**src/rtl/des_dout_buf_if.sv**
```systemverilog
// Result-buffer bus between the DES core/AHB slave side and des_dout_buf.
// The udf status line exists only when DES_DOUT_UDF_EN is defined.
interface des_dout_buf_if #(
    parameter int CNTW = 2
);
    logic            desld;
    logic [63:0]     des_q;
    logic            rd;
    logic [31:0]     rdata;
    logic            dout_rdy;
    logic            dout_full;
    logic [CNTW-1:0] blk_cnt;
    logic            ovf;
`ifdef DES_DOUT_UDF_EN
    logic            udf;
`endif

    modport master (
        output desld,
        output des_q,
        output rd,
        input  rdata,
        input  dout_rdy,
        input  dout_full,
        input  blk_cnt,
`ifdef DES_DOUT_UDF_EN
        input  udf,
`endif
        input  ovf
    );

    modport slave (
        input  desld,
        input  des_q,
        input  rd,
        output rdata,
        output dout_rdy,
        output dout_full,
        output blk_cnt,
`ifdef DES_DOUT_UDF_EN
        output udf,
`endif
        output ovf
    );
endinterface

```
**src/rtl/des_dout_buf.sv**
```systemverilog
// DES result buffer: 64-bit blocks in, 32-bit words out (low word first), NBLK deep.
// Optional sticky underflow flag on port udf when DES_DOUT_UDF_EN is defined.
module des_dout_buf #(
    parameter int NBLK = 2,
    parameter int CNTW = 2
) (
    input  logic           hclk,
    input  logic           hresetn,
    input  logic           clrptr,
    des_dout_buf_if.slave  bus
);
    localparam int              PW       = (NBLK > 1) ? $clog2(NBLK) : 1;
    localparam logic [PW-1:0]   LAST_PTR = PW'(NBLK - 1);
    localparam logic [CNTW-1:0] FULL_CNT = CNTW'(NBLK);
    localparam logic [CNTW-1:0] ONE_CNT  = CNTW'(1);

    logic [63:0]     mem_r [NBLK];
    logic [PW-1:0]   wr_ptr_r;
    logic [PW-1:0]   rd_ptr_r;
    logic            word_sel_r;
    logic [CNTW-1:0] cnt_r;
    logic            rdy_r;
    logic            full_r;
    logic            ovf_r;

    logic            rd_ok_s;
    logic            pop_s;
    logic            load_ok_s;
    logic            drop_s;
    logic [PW-1:0]   wr_ptr_nxt_s;
    logic [PW-1:0]   rd_ptr_nxt_s;
    logic            word_sel_nxt_s;
    logic [CNTW-1:0] cnt_nxt_s;
    logic            ovf_nxt_s;
    logic [31:0]     rdata_s;

`ifdef DES_DOUT_UDF_EN
    logic            udf_r;
    logic            udf_nxt_s;
`endif

    function automatic logic [PW-1:0] ptr_inc(input logic [PW-1:0] ptr);
        logic [PW-1:0] res;
        if (ptr == LAST_PTR) begin
            res = {PW{1'b0}};
        end else begin
            res = ptr + PW'(1);
        end
        return res;
    endfunction

    // Handshake qualification: a pop frees a slot for a same-cycle load.
    always_comb begin
        rd_ok_s   = bus.rd & (cnt_r != {CNTW{1'b0}});
        pop_s     = rd_ok_s & word_sel_r;
        load_ok_s = bus.desld & ((cnt_r != FULL_CNT) | pop_s);
        drop_s    = bus.desld & ~load_ok_s;
    end

    // Next-state for pointers, word select, count and sticky flags.
    always_comb begin
        wr_ptr_nxt_s   = wr_ptr_r;
        rd_ptr_nxt_s   = rd_ptr_r;
        word_sel_nxt_s = word_sel_r;
        cnt_nxt_s      = cnt_r;
        ovf_nxt_s      = ovf_r | drop_s;

        if (load_ok_s) begin
            wr_ptr_nxt_s = ptr_inc(wr_ptr_r);
        end else begin
            wr_ptr_nxt_s = wr_ptr_r;
        end

        if (rd_ok_s) begin
            word_sel_nxt_s = ~word_sel_r;
        end else begin
            word_sel_nxt_s = word_sel_r;
        end

        if (pop_s) begin
            rd_ptr_nxt_s = ptr_inc(rd_ptr_r);
        end else begin
            rd_ptr_nxt_s = rd_ptr_r;
        end

        case ({load_ok_s, pop_s})
            2'b10:   cnt_nxt_s = cnt_r + ONE_CNT;
            2'b01:   cnt_nxt_s = cnt_r - ONE_CNT;
            default: cnt_nxt_s = cnt_r;
        endcase
    end

`ifdef DES_DOUT_UDF_EN
    // Underflow is a read attempt while nothing is held.
    always_comb begin
        if (bus.rd && (cnt_r == {CNTW{1'b0}})) begin
            udf_nxt_s = 1'b1;
        end else begin
            udf_nxt_s = udf_r;
        end
    end
`endif

    // Control state; status flags are registered from the next count.
    always_ff @(posedge hclk or negedge hresetn) begin
        if (!hresetn) begin
            wr_ptr_r   <= {PW{1'b0}};
            rd_ptr_r   <= {PW{1'b0}};
            word_sel_r <= 1'b0;
            cnt_r      <= {CNTW{1'b0}};
            rdy_r      <= 1'b0;
            full_r     <= 1'b0;
            ovf_r      <= 1'b0;
        end else if (!clrptr) begin
            wr_ptr_r   <= {PW{1'b0}};
            rd_ptr_r   <= {PW{1'b0}};
            word_sel_r <= 1'b0;
            cnt_r      <= {CNTW{1'b0}};
            rdy_r      <= 1'b0;
            full_r     <= 1'b0;
            ovf_r      <= 1'b0;
        end else begin
            wr_ptr_r   <= wr_ptr_nxt_s;
            rd_ptr_r   <= rd_ptr_nxt_s;
            word_sel_r <= word_sel_nxt_s;
            cnt_r      <= cnt_nxt_s;
            rdy_r      <= (cnt_nxt_s != {CNTW{1'b0}});
            full_r     <= (cnt_nxt_s == FULL_CNT);
            ovf_r      <= ovf_nxt_s;
        end
    end

`ifdef DES_DOUT_UDF_EN
    // Sticky underflow register.
    always_ff @(posedge hclk or negedge hresetn) begin
        if (!hresetn) begin
            udf_r <= 1'b0;
        end else if (!clrptr) begin
            udf_r <= 1'b0;
        end else begin
            udf_r <= udf_nxt_s;
        end
    end
`endif

    // Block storage: no reset, and clrptr leaves contents alone.
    always_ff @(posedge hclk) begin
        if (clrptr && load_ok_s) begin
            mem_r[wr_ptr_r] <= bus.des_q;
        end
    end

    // Head word mux, forced to zero while empty.
    always_comb begin
        rdata_s = 32'h0000_0000;
        if (cnt_r != {CNTW{1'b0}}) begin
            if (word_sel_r) begin
                rdata_s = mem_r[rd_ptr_r][63:32];
            end else begin
                rdata_s = mem_r[rd_ptr_r][31:0];
            end
        end else begin
            rdata_s = 32'h0000_0000;
        end
    end

    assign bus.rdata     = rdata_s;
    assign bus.dout_rdy  = rdy_r;
    assign bus.dout_full = full_r;
    assign bus.blk_cnt   = cnt_r;
    assign bus.ovf       = ovf_r;
`ifdef DES_DOUT_UDF_EN
    assign bus.udf       = udf_r;
`endif

endmodule

```
**src/flat_wrapper.sv**
```systemverilog
// flat-port wrapper written by rule: the top's interface ports become plain ports
module des_dout_buf_flat 
#(
    parameter int NBLK = 2,
    parameter int CNTW = 2
)
  (hclk, hresetn, clrptr, bus_desld, bus_des_q, bus_rd, bus_rdata, bus_dout_rdy, bus_dout_full, bus_blk_cnt, bus_ovf);
  des_dout_buf_if #(.CNTW(CNTW)) bus_i ();
  input  logic hclk;
  input  logic hresetn;
  input  logic clrptr;
  input wire logic [$bits(bus_i.desld)-1:0] bus_desld;
  input wire logic [$bits(bus_i.des_q)-1:0] bus_des_q;
  input wire logic [$bits(bus_i.rd)-1:0] bus_rd;
  output wire logic [$bits(bus_i.rdata)-1:0] bus_rdata;
  output wire logic [$bits(bus_i.dout_rdy)-1:0] bus_dout_rdy;
  output wire logic [$bits(bus_i.dout_full)-1:0] bus_dout_full;
  output wire logic [$bits(bus_i.blk_cnt)-1:0] bus_blk_cnt;
  output wire logic [$bits(bus_i.ovf)-1:0] bus_ovf;
  assign bus_i.desld = bus_desld;
  assign bus_i.des_q = bus_des_q;
  assign bus_i.rd = bus_rd;
  assign bus_rdata = bus_i.rdata;
  assign bus_dout_rdy = bus_i.dout_rdy;
  assign bus_dout_full = bus_i.dout_full;
  assign bus_blk_cnt = bus_i.blk_cnt;
  assign bus_ovf = bus_i.ovf;
  des_dout_buf #(.NBLK(NBLK), .CNTW(CNTW)) u_core (.hclk(hclk), .hresetn(hresetn), .clrptr(clrptr), .bus(bus_i));
endmodule
```
**config.mk**
```make
export PLATFORM = sky130hd
export DESIGN_NAME = des_dout_buf_flat
export DESIGN_NICKNAME = d
export VERILOG_FILES = /design/src/rtl/des_dout_buf_if.sv /design/src/rtl/des_dout_buf.sv /design/src/flat_wrapper.sv
export SDC_FILE = /design/constraint.sdc
export NUM_CORES = 1
export LEC_CHECK = 0
export CAP_MARGIN = 40
export CORE_MARGIN = 8
export CORE_UTILIZATION = 55
export DETAILED_ROUTE_END_ITERATION = 10
export PLACE_DENSITY = 0.85
export SETUP_SLACK_MARGIN = 0.1
export SLEW_MARGIN = 20
export SYNTH_ARGS = -nofsm -noshare
export SYNTH_HDL_FRONTEND = slang
export SYNTH_SLANG_ARGS = --single-unit
```
**constraint.sdc**
```tcl
create_clock -name hclk -period 15.8 [get_ports hclk]
set_clock_uncertainty 0.05 [all_clocks]
set_input_delay 2.37 -clock hclk [delete_from_list [all_inputs] [get_ports hclk]]
set_output_delay 2.37 -clock hclk [all_outputs]
set_load 0.05 [all_outputs]
```
Word-level counts from Yosys, hierarchy flattened
Memories as Yosys holds them, arrays and structs flattened.
Index checks and enable logic that the tools add are counted.
W data, S select, Z words.
- input port bits: 69
- memories: 1
- register bits: 8
- memory bits (writable): 128
- word-level logic and storage cells: 47
- memories (name ; depth ; width ; read ports ; clocked after memory_dff ; wr ports ; line ; text):
    u_core.mem_r ; 2 ; 64 ; 1 ; 0 ; 1 ; des_dout_buf.sv:17 ; logic [63:0] mem_r [NBLK];
- bitwise operators: 8
- reduce and logical (&&, ||, !) cells: 3
- muxes and demuxes: 17
- $add $sub $neg: 4
- equality and inequality tests: 7
- operator list (kind ; count):
    $mux W32 ; 2
    $mux W1 ; 13
    $ne A2 B1 Y1 const B ; 3
    $and A1 B1 Y1 ; 4
    $eq A2 B2 Y1 const B ; 2
    $pmux W2 S2 ; 1
    $reduce_bool A2 Y1 ; 2
    $add A1 B1 Y1 const B ; 2
    $add A2 B1 Y2 const B ; 1
    $eq A2 B1 Y1 const B ; 1
    $mux W2 ; 1
    $ne A2 B2 Y1 const B ; 1
    $not A1 Y1 ; 2
    $or A1 B1 Y1 ; 2
    $sub A2 B1 Y2 const B ; 1
    $logic_and A1 B1 Y1 ; 1

Longest topological paths before layout
Gate-level depths: netlist (run 1).
- word-level depth: 9
- depth in mapped cells: 4
- gate-level depth less buffers: 3

Least setup slack after synthesis (run 1)
Ideal clock, no wire load.
- kind: input to register
- start point: input clrptr
- end point: memory u_core.mem_r[0][0] (enable)
- path slack: 7755 ps
- stages on the path: 3
- data required time: 15172 ps
- setup time: 578 ps
- arrival: 7417 ps
- path through: buf_1 > inv_1 > nor3b_1
- cells in the longest elaborated chain, start to end: 3
- ends and longest elaborated chain (element ; line ; text):
    start: declaration ; flat_wrapper.sv:11 ; input logic clrptr;
    $logic_and A1 B1 Y1 ; des_dout_buf.sv:148 ; if (clrptr && load_ok_s) begin
    $mux W1 ; des_dout_buf.sv:148 ;
    $mux W1 (not written as such) ; des_dout_buf.sv:149 ; mem_r[wr_ptr_r] <= bus.des_q;
    end: declaration ; des_dout_buf.sv:17 ;
Every way passes these cells.

Worst setup path in the final report (run 1)
- start point: register u_core.word_sel_r
- end point: output bus_rdata[0]
- cells in the longest elaborated chain, start to end: 2
- ends and longest elaborated chain (element ; line ; text):
    start: declaration ; des_dout_buf.sv:20 ; logic word_sel_r;
    start signal: assignment ; des_dout_buf.sv:125 ; word_sel_r <= word_sel_nxt_s;
    $mux W32 ; des_dout_buf.sv:157 ; if (word_sel_r) begin
    $mux W32 ; des_dout_buf.sv:156 ; if (cnt_r != {CNTW{1'b0}}) begin
    end: declaration ; flat_wrapper.sv:15 ; output wire logic [$bits(bus_i.rdata)-1:0] bus_rdata;
Every way passes these cells.

==> results of run 1 <==
==> cell usage after synthesis, drive strengths merged (3+ instances only) <==
library cell  number  share of area
buf               11          0.015
a21oi              3         0.0029
nor2b             34          0.040
clkbuf             3         0.0021
dfrtp              8          0.038
o21ai              3         0.0029
edfxtp           128           0.73
mux4              32           0.14
nor2               3         0.0021
nand2              4         0.0029
==> registers in the layout, summed over array words and instances (netlist names) <==
signal	count
u_core.bus.dout_full	1
u_core.bus.dout_rdy	1
u_core.bus.ovf	1
u_core.mem_r	128
u_core.word_sel_r	1
u_core.rd_ptr_r	1
u_core.bus.blk_cnt	2
u_core.wr_ptr_r	1
==> final timing paths <==
| check | to | start |
|---|---|---|
| max | bus_rdata[0] | u_core.word_sel_r$_DFFE_PN0P_ |
| min | u_core.bus.ovf$_DFF_PN0_ | u_core.bus.ovf$_DFF_PN0_ |
| max reg2reg | u_core.mem_r[1][41]$_DFFE_PP_ | u_core.word_sel_r$_DFFE_PN0P_ |
| min reg2reg | u_core.bus.ovf$_DFF_PN0_ | u_core.bus.ovf$_DFF_PN0_ |
| max in group asynchronous | u_core.rd_ptr_r$_DFFE_PN0P_ | hresetn |
| min in group asynchronous | u_core.bus.dout_full$_DFF_PN0_ | hresetn |
==> critical path, stage by stage (launching register included) <==
cell	delay [ns]
dfrtp_1	0.88
buf_4	0.42
mux4_2	0.25
nor2b_1	0.27
clkdlybuf4s50_1	0.86
==> per-layer routing <==
layer | vias up | routed length (µm)
met5 | - | 0
met4 | 0 | 159
met3 | 15 | 673
met2 | 106 | 5770
met1 | 1385 | 4160
li1 | 1235 | -
==> logic make-up after synthesis <==
family                    after synthesis  synth area share
AOI/OAI and AO/OA                      13            0.0169
muxes                                  33             0.139
buffers and inverters                  16            0.0185
DFF                                   136             0.768
xor gates and xnor gates                1           0.00166
and+or+nand+nor                        49            0.0561
==> stage by stage <==
| step | instances | total power, mW | area, µm² | hold WS (ns) | utilization |
|---|---|---|---|---|---|
| 3_3_place_gp | 473 | 0.537 | 6430 | 0.448 | 0.693 |
| 3_5_place_dp | 473 | 0.540 | 6430 | 0.455 | 0.693 |
| 2_1_floorplan | 248 | 0.493 | 5270 | 0.481 | - |
| 4_1_cts | 505 | 0.948 | 7050 | 0.468 | 0.759 |
| 5_1_grt | 506 | 0.968 | 7070 | 0.520 | 0.762 |
| 6_report | 506 | 0.940 | 7070 | 0.479 | 0.762 |
==> final cells by class <==
class	count	area share
Timing Repair Buffer	111	0.157
Inverter	2	0.00106
Tap cell	129	0.0228
Clock buffer	19	0.0596
Clock inverter	13	0.0274
Sequential cell	136	0.572
Multi-Input combinational cell	96	0.160
==> power breakdown <==
group | leakage, nW | switching (mW) | internal [mW] | total, mW
combinational | 0.752 | 0.0654 | 0.0500 | 0.115
sequential | 1.28 | 0.00664 | 0.411 | 0.418
clock | 0.286 | 0.148 | 0.259 | 0.406
==> summary.md, run 1 <==
| Metric | Value |
|---|---|
| Final #Nets | 433 |
| Proportion of layout cells with a drive suffix above 1 | 0.191 |
| Met3 Use GR | 0.0539 |
| IO Pins | 106 |
| Vias | 2741 |
| Clock Pin Slew Worst Setup and Hold Paths | 0.06 ns |
| Leak Pwr | 2.32 nW |
| H-tree depth | 4 |
| Vias per std cell | 5.42 |
| Final hold viol count | 0 |
| Die W | 114 µm |
| Max_slew headroom | 0.445 |
| Initial Util | 0.567 |
| Syn_area_per_cell | 21.2 µm² |
| Post-CTS setup buffer count | 0 |
| Final setup fails | 0 |
| DRC viols | 0 |
| Std-Cell Rows | 35 |
| Post-synth EDFFs | 128 |
| Largest net degree at the start of global routing | 65 |
| Post-synthesis sequential area ratio | 0.768 |
| Final count of pins violating max slew | 0 |
| Core footprint | 0.00928 mm² |
| First-pass GRT wire length | 16.6 mm |
| Worst-Margin Slew | 0.832 ns |
| Grt met2 use | 0.307 |
| Die area | 0.0130 mm² |
| Required @ worst endpoint | 13.38 ns |
| DR iter-0 viols | 170 |
| CTS buffer count | 17 |
| Antenna violations before repair | 0 |
| Seq. cell area | 0.00405 mm² |
| Minimum clock period | 5.61 ns |
| Die height | 114 µm |
| Root buffer cell | clkbuf_8 |
| Commonest non-fill, non-tap cell in the layout | edfxtp_1 |
| CTS tree | built |
| Post-CTS Hold Buffers | 0 |
| Worst-skew pair later-pin latency | 0.49 ns |
| Vias in the first global route | 3159 |
| Total power per unit cell area | 133 mW/mm² |
| # resized after CTS | 0 |
| Yosys warns | 0 |
| Async SR Flop Fraction | 0.0588 |
| Fmax | 0.178 GHz |
| Placer congestion estimate | 0.732 |
| Syn Std Cell Area | 0.00527 mm² |
| Hold path depth | 2 |
| RSZ-0062 raised after global routing | no |
| Reg2Reg Setup Slack | 12.76 ns |
| Setup TNS | 0 ns |
| WL/cell | 21.3 µm |
| Synth Instances | 248 |
| Final period utilization | 0.355 |
| Max-cap violations | 0 |
| Hold Path Class | flip-flop to flip-flop |
| Worst vdd rail ir drop | 0.0908 mV |
| Commonest non-fill, non-tap cells in the layout | 128 x edfxtp_1, 105 x clkdlybuf4s50_1, 34 x nor2b_1 |
| Crit Path Category | flip-flop to output port |
| Global-route usage over all layers | 0.174 |
| GRT Residual Overflow | 0 |
| Number of diodes | 0 |
| Register bit count reported by yosys | 136 |
| Pre-CTS WS | 10.80 ns |
| Predominant post-synthesis flop cell | edfxtp_1 |
| First-pass iteration count of the detailed router | 4 |
| Status | complete, no violations |
| CP endpoint kind | output port |
| Area growth syn-to-layout | 34.3% |
| R2R depth | 4 |
| Multi-input logic area | 0.00113 mm² |
| Clock Tree Buf Depth | 2 |
| Clk sinks | 136 |
| Slack of the critical path | 10.19 ns |
| ANT nets after route | 0 |
| WL final | 10.8 mm |
| Post-synthesis net count | 317 |
| HPWL Detailed | 6.80 mm |
| Startpoint types | flip-flop |
| Met1 Track Usage GR | 0.193 |
| Critical-path maximum fanout | 19 |
| Port-buffer cells | 105 |
| Library cells used by synthesis | 29 |
| # fillers | 552 |
| Busiest grt layer | met2 |
| Worst EP arrival | 3.19 ns |
(Power assumes the default switching activity.)
==> run 2: changes to the inputs <==
--- a/config.mk
+++ b/config.mk
@@ -7,9 +7,9 @@
 export LEC_CHECK = 0
 export CAP_MARGIN = 40
 export CORE_MARGIN = 8
-export CORE_UTILIZATION = 55
+export CORE_UTILIZATION = 46
 export DETAILED_ROUTE_END_ITERATION = 10
-export PLACE_DENSITY = 0.85
+export PLACE_DENSITY = 0.75
 export SETUP_SLACK_MARGIN = 0.1
 export SLEW_MARGIN = 20
 export SYNTH_ARGS = -nofsm -noshare
==> constraint.sdc (replaced) <==
create_clock -name hclk -period 5.05 [get_ports hclk]
set_clock_uncertainty 0.05 [all_clocks]
set_input_delay 0.7575 -clock hclk [delete_from_list [all_inputs] [get_ports hclk]]
set_output_delay 0.7575 -clock hclk [all_outputs]
set_load 0.05 [all_outputs]
==> summary.md, run 2 (same netlist as run 1, synthesis figures left out) <==
| Metric | Value |
|---|---|
| Setup TNS | 0 ns |
| Status | complete, no violations |
| ANT nets after route | 0 |
| Port-buffer cells | 105 |
| Antenna violations before repair | 0 |
| WL/cell | 20.2 µm |
| Commonest non-fill, non-tap cell in the layout | edfxtp_1 |
| CP endpoint kind | output port |
| Worst EP arrival | 3.04 ns |
| CP delay by family, top | buffers and inverters |
| Std-Cell Rows | 39 |
| WP buf/inv | 2 |
| Clock Pin Slew Worst Setup and Hold Paths | 0.06 ns |
| Die W | 123 µm |
| # fillers | 809 |
| Vias | 2737 |
| Final period utilization | 0.763 |
| Fmax | 0.260 GHz |
| DRC viols | 0 |
| First-pass iteration count of the detailed router | 5 |
| WL final | 10.5 mm |
| Multi-input logic area | 0.00114 mm² |
| Root buffer cell | clkbuf_16 |
| Max_slew headroom | 0.463 |
| Reg power frac | 0.438 |
| Worst-skew pair later-pin latency | 0.40 ns |
| CTS tree | built |
| H-tree depth | 4 |
| Slack of the critical path | 1.20 ns |
| Clk sinks | 136 |
| Max reg flops | 128 |
| Total power per unit cell area | 417 mW/mm² |
| Final #Nets | 433 |
| Crit Path Category | flip-flop to output port |
| Die area | 0.0151 mm² |
| Vias in the first global route | 3061 |
| Final hold viol count | 0 |
| Biggest register | u_core.mem_r |
| IO Pins | 106 |
| Seq. cell area | 0.00405 mm² |
| Largest stage delay, worst path | 0.79 ns |
| GRT Residual Overflow | 0 |
| Largest net degree at the start of global routing | 65 |
| # resized after CTS | 0 |
| Internal Power | 2.32 mW |
| Post-CTS setup buffer count | 0 |
| Area growth syn-to-layout | 36.3% |
| Comb power frac | 0.123 |
| Switching share of total power | 0.225 |
| Vias per std cell | 5.26 |
| Global-route usage over all layers | 0.149 |
| Initial Util | 0.467 |
| Pre-CTS WS | 1.55 ns |
| First-pass GRT wire length | 16.4 mm |
| Util after Layout | 0.637 |
| HPWL Detailed | 6.79 mm |
| RSZ-0062 raised after global routing | no |
| Commonest non-fill, non-tap cells in the layout | 128 x edfxtp_1, 105 x clkdlybuf4s50_1, 34 x nor2b_1 |
| Worst-Margin Slew | 0.806 ns |
| Clock Power Share | 0.439 |
| CTS buffer count | 17 |
| Hold WS | 0.454 ns |
| Worst vdd rail ir drop | 0.248 mV |
| Final setup fails | 0 |
| Required @ worst endpoint | 4.24 ns |
| Critical-path maximum fanout | 19 |
| Crit-path slowest cell | dfrtp_2 |
| Post-CTS Hold Buffers | 0 |
| Number of diodes | 0 |
| Sw Pwr | 674 µW |
| Die height | 123 µm |
| Proportion of layout cells with a drive suffix above 1 | 0.194 |
| Leak Pwr | 2.37 nW |
| Core footprint | 0.0113 mm² |
| Minimum clock period | 3.85 ns |
| CP Cell Sequence | buf_4 > mux4_2 > nor2b_1 > clkdlybuf4s50_1 |
| Startpoint types | flip-flop |
| Placer congestion estimate | 0.738 |
| Clock Tree Buf Depth | 2 |
| Max-cap violations | 0 |
| Hold Path Class | flip-flop to flip-flop |
| Final count of pins violating max slew | 0 |
| DR iter-0 viols | 276 |
## run 2: cell type report
type                    instances  area share
clock buffers                  17      0.0593
clock inverters                15      0.0289
inverters                       2     0.00105
multi-input cells              96       0.159
flip-flops and latches        136       0.564
well taps                     143      0.0249
repair buffers                111       0.163
## run 2: routing by layer
| layer | vias to the layer above | part of all wire | wire [µm] | global-route usage |
|---|---|---|---|---|
| met3 | 15 | 0.065 | 680 | 0.0521 |
| met5 | - | 0 | 0 | 0 |
| met1 | 1387 | 0.42 | 4410 | 0.180 |
| met2 | 97 | 0.50 | 5250 | 0.239 |
| li1 | 1238 | - | - | - |
| met4 | 0 | 0.016 | 166 | 0.0617 |
## run 2: power groups by stage
stage	clock (mW)	sequential [mW]	combinational, mW
final	1.32	1.31	0.368
after global routing	1.38	1.32	0.388
after CTS	1.33	1.31	0.370
after detailed placement	0	1.34	0.367
after global placement	0	1.34	0.347
after floorplan	0	1.33	0.209
## run 2: worst paths after layout
| path | end | startpoint | slack (ns) | cells after the start |
|---|---|---|---|---|
| min | u_core.bus.ovf$_DFF_PN0_ | u_core.bus.ovf$_DFF_PN0_ | 0.45 | 2 |
| max reg2reg | u_core.mem_r[1][22]$_DFFE_PP_ | u_core.word_sel_r$_DFFE_PN0P_ | 2.40 | 4 |
| max in group asynchronous | u_core.rd_ptr_r$_DFFE_PN0P_ | hresetn | 4.06 | 1 |
| min in group asynchronous | u_core.bus.blk_cnt[0]$_DFF_PN0_ | hresetn | 0.59 | 1 |
| min reg2reg | u_core.bus.ovf$_DFF_PN0_ | u_core.bus.ovf$_DFF_PN0_ | 0.45 | 2 |
| max | bus_rdata[29] | u_core.rd_ptr_r$_DFFE_PN0P_ | 1.20 | 4 |
## run 2: per-stage QoR
stage / area, µm² / instances / power (mW)
floorplan: 5270 / 248 / 1.54
global placement: 6460 / 485 / 1.68
detailed placement: 6520 / 487 / 1.70
CTS: 7150 / 519 / 3.02
global route: 7180 / 520 / 3.08
finish: 7180 / 520 / 3.00
## run 2: tightest hold or removal path, delay by kind of cell, from the launching register on
family          cells  cell delay [ns]
flops               1             0.35
simple gates        1             0.08
compound gates      1             0.04
==> run 3: changes to the inputs <==
--- a/config.mk
+++ b/config.mk
@@ -7,9 +7,9 @@
 export LEC_CHECK = 0
 export CAP_MARGIN = 40
 export CORE_MARGIN = 8
-export CORE_UTILIZATION = 46
+export CORE_UTILIZATION = 51
 export DETAILED_ROUTE_END_ITERATION = 10
-export PLACE_DENSITY = 0.75
+export PLACE_DENSITY = 0.79
 export SETUP_SLACK_MARGIN = 0.1
 export SLEW_MARGIN = 20
 export SYNTH_ARGS = -nofsm -noshare
==> constraint.sdc (replaced) <==
create_clock -name hclk -period 3.8 [get_ports hclk]
set_clock_uncertainty 0.05 [all_clocks]
set_input_delay 0.57 -clock hclk [delete_from_list [all_inputs] [get_ports hclk]]
set_output_delay 0.57 -clock hclk [all_outputs]
set_load 0.05 [all_outputs]
==> summary.md, run 3 (same netlist as run 1, synthesis figures left out) <==
| Metric | Value |
|---|---|
| Status | complete, no violations |
| Placed Cells incl. Taps | 480 |
| First-pass GRT wire length | 16.4 mm |
| WL/cell | 20.6 µm |
| Minimum clock period | 3.46 ns |
| Antenna violations before repair | 0 |
| Max_slew headroom | 0.603 |
| Max-cap violations | 0 |
| Startpoint types | flip-flop |
| Die height | 118 µm |
| Die W | 118 µm |
| Placer congestion estimate | 0.726 |
| First-pass iteration count of the detailed router | 6 |
| Worst EP arrival | 2.84 ns |
| R2r startpoint | u_core.word_sel_r$_DFFE_PN0P_ |
| Biggest register | u_core.mem_r |
| Post-CTS setup buffer count | 0 |
| Hold Path Class | input port to async pin |
| Sw Pwr | 860 µW |
| Largest net degree at the start of global routing | 65 |
| Final setup fails | 0 |
| WL final | 10.5 mm |
| Total power | 3.72 mW |
| Worst-skew pair later-pin latency | 0.51 ns |
| Crit Path Category | flip-flop to output port |
| CTS tree | built |
| Commonest non-fill, non-tap cells in the layout | 128 x edfxtp_1, 105 x clkdlybuf4s50_1, 34 x nor2b_1 |
| # fillers | 658 |
| Util after Layout | 0.696 |
| Commonest non-fill, non-tap cell in the layout | edfxtp_1 |
| Switching share of total power | 0.231 |
| Hold WS | 0.301 ns |
| CTS buffer count | 17 |
| Proportion of layout cells with a drive suffix above 1 | 0.186 |
| DR iter-0 viols | 98 |
| Crit-path slowest cell | clkdlybuf4s50_1 |
| HPWL Detailed | 6.75 mm |
| CP Cell Sequence | buf_12 > mux4_2 > nor2b_1 > clkdlybuf4s50_1 |
| IO Pins | 106 |
| Port-buffer cells | 105 |
| Final period utilization | 0.909 |
| R2R depth | 4 |
| CP endpoint kind | output port |
| Worst-Margin Slew | 0.590 ns |
| Multi-input logic area | 0.00114 mm² |
| RSZ-0062 raised after global routing | no |
| Global-route usage over all layers | 0.158 |
| Vias | 2714 |
| Initial Util | 0.517 |
| Largest stage delay, worst path | 0.72 ns |
| Reg2Reg Setup Slack | 1.63 ns |
| Seq. cell area | 0.00405 mm² |
| Leak Pwr | 2.32 nW |
| Max reg flops | 128 |
| Slack of the critical path | 0.345 ns |
| Critical-path maximum fanout | 18 |
| Placed Area | 0.00653 mm² |
| ANT nets after route | 0 |
| DRC viols | 0 |
| Cell Count, Final, Fillers Out | 512 |
| Final hold viol count | 0 |
| Setup TNS | 0 ns |
| Reg-to-Reg End | u_core.mem_r[0][63]$_DFFE_PP_ |
| Clock Power Share | 0.400 |
| Number of diodes | 0 |
| Root buffer cell | clkbuf_8 |
| Post-route cell area | 0.00708 mm² |
| Clock Tree Buf Depth | 2 |
| Vias per std cell | 5.30 |
| Vias in the first global route | 3048 |
| Pre-CTS WS | 0.710 ns |
| Reg power frac | 0.468 |
| Required @ worst endpoint | 3.18 ns |
| Area growth syn-to-layout | 34.6% |
| Worst vdd rail ir drop | 0.344 mV |
| GRT Residual Overflow | 0 |
| Clk sinks | 136 |
| Std-Cell Rows | 37 |
| Final count of pins violating max slew | 0 |
| Comb power frac | 0.131 |
| Fmax | 0.289 GHz |
| H-tree depth | 4 |
| Core footprint | 0.0102 mm² |
| Internal Power | 2.86 mW |
| Total power per unit cell area | 525 mW/mm² |
| Die area | 0.0138 mm² |
| Final #Nets | 432 |
| Clock Pin Slew Worst Setup and Hold Paths | 0.06 ns |
-- run 3: changes by cell type in the layout (fill, tap and decap cells not counted), sizes merged --
cell and change:
buf -1, clkinv -3, bufinv -5, clkbuf +8
-- run 3: worst max-delay path by stage --
| stage | from | end |
|---|---|---|
| after CTS | u_core.rd_ptr_r$_DFFE_PN0P_ | bus_rdata[3] |
| after detailed placement | u_core.rd_ptr_r$_DFFE_PN0P_ | bus_rdata[21] |
| final | u_core.rd_ptr_r$_DFFE_PN0P_ | bus_rdata[3] |
| after floorplan | u_core.bus.blk_cnt[0]$_DFF_PN0_ | u_core.mem_r[0][0]$_DFFE_PP_ |
| after global placement | u_core.rd_ptr_r$_DFFE_PN0P_ | bus_rdata[31] |
| after global routing | u_core.rd_ptr_r$_DFFE_PN0P_ | bus_rdata[3] |
-- run 3: final cells by class --
cell class / count / share of cell area
Clock buffer: 25 / 0.0731
Clock inverter: 7 / 0.00530
Inverter: 2 / 0.00106
Multi-Input combinational cell: 96 / 0.161
Sequential cell: 136 / 0.572
Tap cell: 136 / 0.0240
Timing Repair Buffer: 110 / 0.164
-- run 3: power by group through the flow --
stage	Sequential (mW)	Clock [mW]	Combinational [mW]
after floorplan	1.77	0	0.279
after global placement	1.77	0	0.475
after detailed placement	1.77	0	0.490
after CTS	1.74	1.52	0.494
after global routing	1.75	1.58	0.515
final	1.74	1.49	0.488
-- run 3: what timing repair did --
| item | in CTS | in global routing |
|---|---|---|
| gates resized for setup | 0 | 1 |
| hold buffers | 0 | 0 |
| setup endpoints to repair | 0 | 13 |
-- run 3: routing by layer --
layer	part of all wire	track usage	vias to the layer above	wire, µm
li1	-	-	1227	-
met1	0.40	0.171	1381	4200
met2	0.52	0.262	94	5510
met3	0.066	0.0667	12	696
met4	0.013	0.0753	0	139
met5	0	0	-	0
-- run 3: critical path, delay by kind of cell (launching register included) --
| kind | cells | cell delay [ns] |
|---|---|---|
| and+or+nand+nor | 1 | 0.15 |
| buffers and inverters | 2 | 0.97 |
| muxes | 1 | 0.53 |
| DFF | 1 | 0.66 |
